**src/rtl/ram_arbiter.sv**
```systemverilog
// Two-requester round-robin front end for the single-port command RAM.
// Each accepted transaction becomes a two-word command sequence on din/rx_valid;
// reads then wait (bounded by TIMEOUT) for tx_valid and return data or an error.
module ram_arbiter #(
  parameter int unsigned ADDR_SIZE = 8,   // payload field must be at least 8 bits wide
  parameter int unsigned TIMEOUT   = 8    // 1..255 cycles spent in the read wait
) (
  input  logic                 clk,
  input  logic                 rst,
  // requester 0
  input  logic                 r0_req,
  input  logic                 r0_we,
  input  logic [ADDR_SIZE-1:0] r0_addr,
  input  logic [7:0]           r0_wdata,
  output logic                 r0_gnt,
  output logic                 r0_done,
  output logic                 r0_err,
  output logic [7:0]           r0_rdata,
  // requester 1
  input  logic                 r1_req,
  input  logic                 r1_we,
  input  logic [ADDR_SIZE-1:0] r1_addr,
  input  logic [7:0]           r1_wdata,
  output logic                 r1_gnt,
  output logic                 r1_done,
  output logic                 r1_err,
  output logic [7:0]           r1_rdata,
  // RAM command / response
  output logic                 rx_valid,
  output logic [ADDR_SIZE+1:0] din,
  input  logic [7:0]           dout,
  input  logic                 tx_valid,
  output logic                 busy
);

  localparam logic [1:0] OpWrAddr = 2'b00;
  localparam logic [1:0] OpWrData = 2'b01;
  localparam logic [1:0] OpRdAddr = 2'b10;
  localparam logic [1:0] OpRdData = 2'b11;

  localparam logic [7:0] TimeoutCnt = TIMEOUT[7:0];

  typedef enum logic [2:0] {
    StIdle,
    StAddr,
    StWrData,
    StRdCmd,
    StRdWait,
    StResp
  } state_e;

  state_e               state_q;
  logic                 owner_q;   // 0 = r0, 1 = r1
  logic                 last_q;    // id of the most recently granted requester
  logic                 we_q;
  logic [ADDR_SIZE-1:0] addr_q;
  logic [7:0]           wdata_q;
  logic [7:0]           cnt_q;

  logic                 req_any;
  logic                 win;
  logic                 sel_we;
  logic [ADDR_SIZE-1:0] sel_addr;
  logic [7:0]           sel_wdata;
  logic [ADDR_SIZE-1:0] wdata_payload;
  logic [7:0]           cnt_inc;

  // Round-robin pick among the live requests and mux the winner's fields.
  always_comb begin
    req_any = r0_req | r1_req;
    win     = 1'b0;
    if (r0_req && r1_req) begin
      win = ~last_q;
    end else if (r1_req) begin
      win = 1'b1;
    end
    sel_we        = win ? r1_we    : r0_we;
    sel_addr      = win ? r1_addr  : r0_addr;
    sel_wdata     = win ? r1_wdata : r0_wdata;
    wdata_payload = ADDR_SIZE'(wdata_q);
    cnt_inc       = cnt_q + 8'd1;
  end

  // Transaction FSM; every output is a register loaded on the way into its state.
  always_ff @(posedge clk) begin
    if (rst) begin
      state_q  <= StIdle;
      owner_q  <= 1'b0;
      last_q   <= 1'b1;
      we_q     <= 1'b0;
      addr_q   <= '0;
      wdata_q  <= '0;
      cnt_q    <= '0;
      rx_valid <= 1'b0;
      din      <= '0;
      busy     <= 1'b0;
      r0_gnt   <= 1'b0;
      r1_gnt   <= 1'b0;
      r0_done  <= 1'b0;
      r1_done  <= 1'b0;
      r0_err   <= 1'b0;
      r1_err   <= 1'b0;
      r0_rdata <= 8'h00;
      r1_rdata <= 8'h00;
    end else begin
      // Pulses and the command bus default low; states re-assert what they need.
      r0_gnt   <= 1'b0;
      r1_gnt   <= 1'b0;
      r0_done  <= 1'b0;
      r1_done  <= 1'b0;
      r0_err   <= 1'b0;
      r1_err   <= 1'b0;
      rx_valid <= 1'b0;
      din      <= '0;

      unique case (state_q)
        StIdle: begin
          if (req_any) begin
            owner_q  <= win;
            last_q   <= win;
            we_q     <= sel_we;
            addr_q   <= sel_addr;
            wdata_q  <= sel_wdata;
            state_q  <= StAddr;
            busy     <= 1'b1;
            rx_valid <= 1'b1;
            din      <= {(sel_we ? OpWrAddr : OpRdAddr), sel_addr};
            r0_gnt   <= ~win;
            r1_gnt   <= win;
          end
        end

        StAddr: begin
          rx_valid <= 1'b1;
          if (we_q) begin
            state_q <= StWrData;
            din     <= {OpWrData, wdata_payload};
          end else begin
            state_q <= StRdCmd;
            din     <= {OpRdData, {ADDR_SIZE{1'b0}}};
          end
        end

        StWrData: begin
          // Writes always complete cleanly.
          state_q <= StResp;
          r0_done <= ~owner_q;
          r1_done <= owner_q;
        end

        StRdCmd: begin
          cnt_q   <= '0;
          state_q <= StRdWait;
        end

        StRdWait: begin
          cnt_q <= cnt_inc;
          // Data arriving on the timeout cycle still wins over the error.
          if (tx_valid) begin
            state_q <= StResp;
            r0_done <= ~owner_q;
            r1_done <= owner_q;
            if (owner_q) begin
              r1_rdata <= dout;
            end else begin
              r0_rdata <= dout;
            end
          end else if (cnt_inc == TimeoutCnt) begin
            state_q <= StResp;
            r0_done <= ~owner_q;
            r1_done <= owner_q;
            r0_err  <= ~owner_q;
            r1_err  <= owner_q;
            if (owner_q) begin
              r1_rdata <= 8'h00;
            end else begin
              r0_rdata <= 8'h00;
            end
          end
        end

        StResp: begin
          state_q <= StIdle;
          busy    <= 1'b0;
        end

        default: begin
          state_q <= StIdle;
          busy    <= 1'b0;
        end
      endcase
    end
  end

endmodule

```
**config.mk**
```make
export PLATFORM = sky130hd
export DESIGN_NAME = ram_arbiter
export DESIGN_NICKNAME = d
export VERILOG_FILES = /design/src/rtl/ram_arbiter.sv
export SDC_FILE = /design/constraint.sdc
export NUM_CORES = 1
export LEC_CHECK = 0
export ABC_AREA = 1
export CAP_MARGIN = 0
export CORE_ASPECT_RATIO = 0.9
export CORE_MARGIN = 1
export CORE_UTILIZATION = 32
export CTS_BUF_LIST = sky130_fd_sc_hd__clkbuf_8
export DETAILED_ROUTE_END_ITERATION = 8
export HOLD_SLACK_MARGIN = 0.1
export SYNTH_ARGS = -nofsm -noshare
export SYNTH_HDL_FRONTEND = slang
export SYNTH_SLANG_ARGS = --single-unit
```
**constraint.sdc**
```tcl
create_clock -name clk -period 5.6 [get_ports clk]
set_clock_uncertainty 0.1 [all_clocks]
set_input_delay 1.12 -clock clk [delete_from_list [all_inputs] [get_ports clk]]
set_output_delay 1.12 -clock clk [all_outputs]
set_load 0.005 [all_outputs]
```
==> impl_metrics.yaml <==
pwr:
  comb_power_share_pct: 20.8
  cell_area_power_density_nw_per_um2: 266
  power.ir.vdd_worst_v: 0.000128
  power.net_switching_uw: 259
  p_leak_nw: 1.49
  power_frac_seq_pct: 49.3
  netSwitchingFraction_pct: 27.7
  power_report.internal_total_uw: 676
  clock_power_share_pct: 29.9
synth:
  synth_fa_ha_area_share_pct: 0.985
  async_flop_share_pct: 0
  largest_family_of_logic_cells_by_synthesized_area: "simple AND/OR/NAND/NOR gates"
  netlist_top_cells_area: "dfxtp_1, nand2_1, inv_1"
  primary_ff_master_synth: "dfxtp_1"
  synthesis.area_um2: 2540
  synth_nets: 425
  synthMuxAreaShare_pct: 0
  synth_compound_gate_area_share_pct: 7.44
  synth_area_per_inst_um2: 6.76
  synth.yosys.seq_area_share_pct: 44.1
  post-synth-top-area-cell: "dfxtp_1"
  ys_warn_count: 0
  synth_cell_types: 26
  netlist_instances: 376
  most_frequent_cells_after_synthesis: "nand2_1, dfxtp_1, inv_1"
  post_synth_xor_area_fraction_pct: 0
  synth.most_common_cell: "nand2_1"
  yosys.area_share.simple_pct: 35.8
  area_share_of_the_largest_cell_type_after_synthesis_pct: 44.1
  number_of_enable_type_register_cells_in_the_synthesized_netlist: 0
  ff_latch_count_synth: 56
layout:
  area.growth.synth_to_final_pct: 38.3
  postLayoutCellArea_um2: 3510
  ratio_of_cells_with_drive_above_1_in_the_final_layout_pct: 5.32
  nets: 499
  finalCoreUtilization_pct: 46.1
  antenna-diode-count: 0
clock_tree:
  cts_root_buffer: "clkbuf_8"
  cts_inserted_buffers: 5
  clk_transition_reported_paths_ns: 0.10
  clock_tree_from_tritoncts: "built"
  cts_hold_buf: 0
  cts_repair_resize_count: 0
  cts_num_sinks: 56
  post-cts-setup-buffers: 0
  cts-root-to-sink-buffers: 2
  clk_latency_ns: 0.30
  htreeDepth: 2
drt:
  vias_after_detailed_routing: 2470
  drt.antenna.violating_nets: 0
  route.detailed.drc: 0
  vias_per_cell: 4.52
  wl_mm: 6.36
  route.detailed.wl_per_inst_um: 11.6
  detail_route.iter0.violations: 119
  drt-pass1-iter-count: 4
timing:
  timing.slew.headroom_pct: 52.8
  setup_total_negative_slack_ns: 0
  period_needed_ns: 2.77
  finalSetupViolations: 0
  fmax_ghz: 0.361
  rsz0062_at_grt: "false"
  finalHoldViolCount: 0
  max_slew_vio_count: 0
  finalCritPeriodShare_pct: 49.5
  worst_pin_slew_ns: 0.707
floorplanning:
  total_die_area_um2: 8300
  die-width_um: 95.9
  ioPinCount: 81
  cell_row_count: 30
  core-area_um2: 7620
  die_height_um: 86.5
  floorplan.initialDensity_pct: 33.3
worst_setup_path:
  worst-setup-path-type: "primary input to flop"
  worst_r2r_endpoint: "r0_rdata[7]"
  worst_ep_required_time_ns: 5.70
  worst_reg2reg_setup_slack_ns: 3.34
  endpoint_kind: "flop"
  r2r-start: "cnt_q[0]"
  timing.critical_path.arrival_ns: 2.87
  r2r.worst_path.cells: 11
  worstPathMaxFanout: 11
  timing.critical_path.from_type: "primary input"
outcome:
  status: "finished, final reports clean"
placement:
  port-buffer-count: 80
  detailedPlacementHpwl_mm: 4.60
  post_dp_cell_area_um2: 3390
  gpl.final_weighted_congestion: 0.800
grt:
  grt_overflow_total: 0
  global_route_wire_length_before_repair_mm: 10.7
  number_of_antenna_violations_at_the_first_check_in_global_routing: 0
  grt_pass1_vias: 2302
  grt_max_degree: 24
  grt.total_usage_pct: 16.4
hold_path:
  hold_start: "busy"
  worst_hold_path.num_cells: 2
  min_delay_worst_endpoint: "busy"
  hold_path.class: "flop to flop"
run:
  drv_cap: 0
==> sequential cells by signal, indices dropped and copies added, names as in the netlist, 3 cells and up <==
register / flops
cnt_q: 8
din: 10
r0_rdata: 8
r1_rdata: 8
state_q: 3
wdata_payload: 8
==> layer usage <==
metal	global-route usage [%]	wire (µm)	vias to the layer above
met5	0	0	-
met4	4.75	73	0
met3	4.12	461	6
met2	24.9	2720	95
met1	22.8	3110	1058
li1	-	-	1311
==> cell type report <==
cell class	instances	area, µm²
timing repair buffer	81	808
sequential	56	1120
multi-input combinational	248	1120
tap	96	120
inverter	58	218
clock buffer	6	82.6
clock inverter	2	38.8
fill	773	4110
==> power by group through the flow <==
stage          Combinational [mW]  Sequential [mW]  Clock [mW]
6_report                    0.195            0.461       0.279
5_1_grt                     0.221            0.466       0.302
4_1_cts                     0.196            0.462       0.287
3_5_place_dp                0.195            0.470           0
3_3_place_gp                0.193            0.470           0
2_1_floorplan               0.106            0.462           0
==> cells in the final DEF (no fill, tap or decap) <==
cell type        count
or2_2                2
buf_4                1
nand2_4              1
ha_1                 2
dfxtp_1             56
nand3_2              3
o21ai_0             11
o211ai_1             1
nor2_2               2
clkdlybuf4s50_1     80
inv_1               55
bufinv_16            1
a31oi_1              1
nand2_1            103
o21ai_1              1
nor2_1              49
inv_2                1
nor3_1               4
clkinv_4             1
clkinv_1             2
nand2_2              6
a21oi_1             21
nand4_1             12
clkbuf_8             6
o211a_1              1
nand3_1             28
==> logic make-up after synthesis <==
group	Yosys count
buf+inv	72
fa+ha+maj	2
simple gates	210
flops	56
compound gates	36
==> worst max-delay path, stage by stage <==
cell	delay, ns
clkdlybuf4s50_1	0.51
nand2_1	0.07
nand2_1	0.30
inv_1	0.25
nand2_1	0.17
clkinv_1	0.24
nand2_1	0.13
o211ai_1	0.09
==> through the flow <==
stage	setup WS (ns)	instances	hold WS [ns]	power [mW]
after detailed placement	2.53	539	0.361	0.665
final	2.83	547	0.374	0.935
after floorplan	3.41	376	0.343	0.568
after global routing	2.64	547	0.399	0.989
after CTS	2.84	547	0.377	0.945
after global placement	2.52	539	0.350	0.664
==> how the worst max path moves through the flow <==
stage | startpoint | to | slack [ns] | depth (start not counted)
3_3_place_gp | rst | wdata_payload[1] | 2.52 | 7
2_1_floorplan | r1_req | wdata_payload[0] | 3.41 | 8
5_1_grt | r0_req | wdata_payload[7] | 2.64 | 8
6_report | r0_req | wdata_payload[7] | 2.83 | 8
3_5_place_dp | rst | wdata_payload[3] | 2.53 | 7
4_1_cts | rst | wdata_payload[3] | 2.84 | 7
Note: power is estimated with default switching activity, not from simulation.
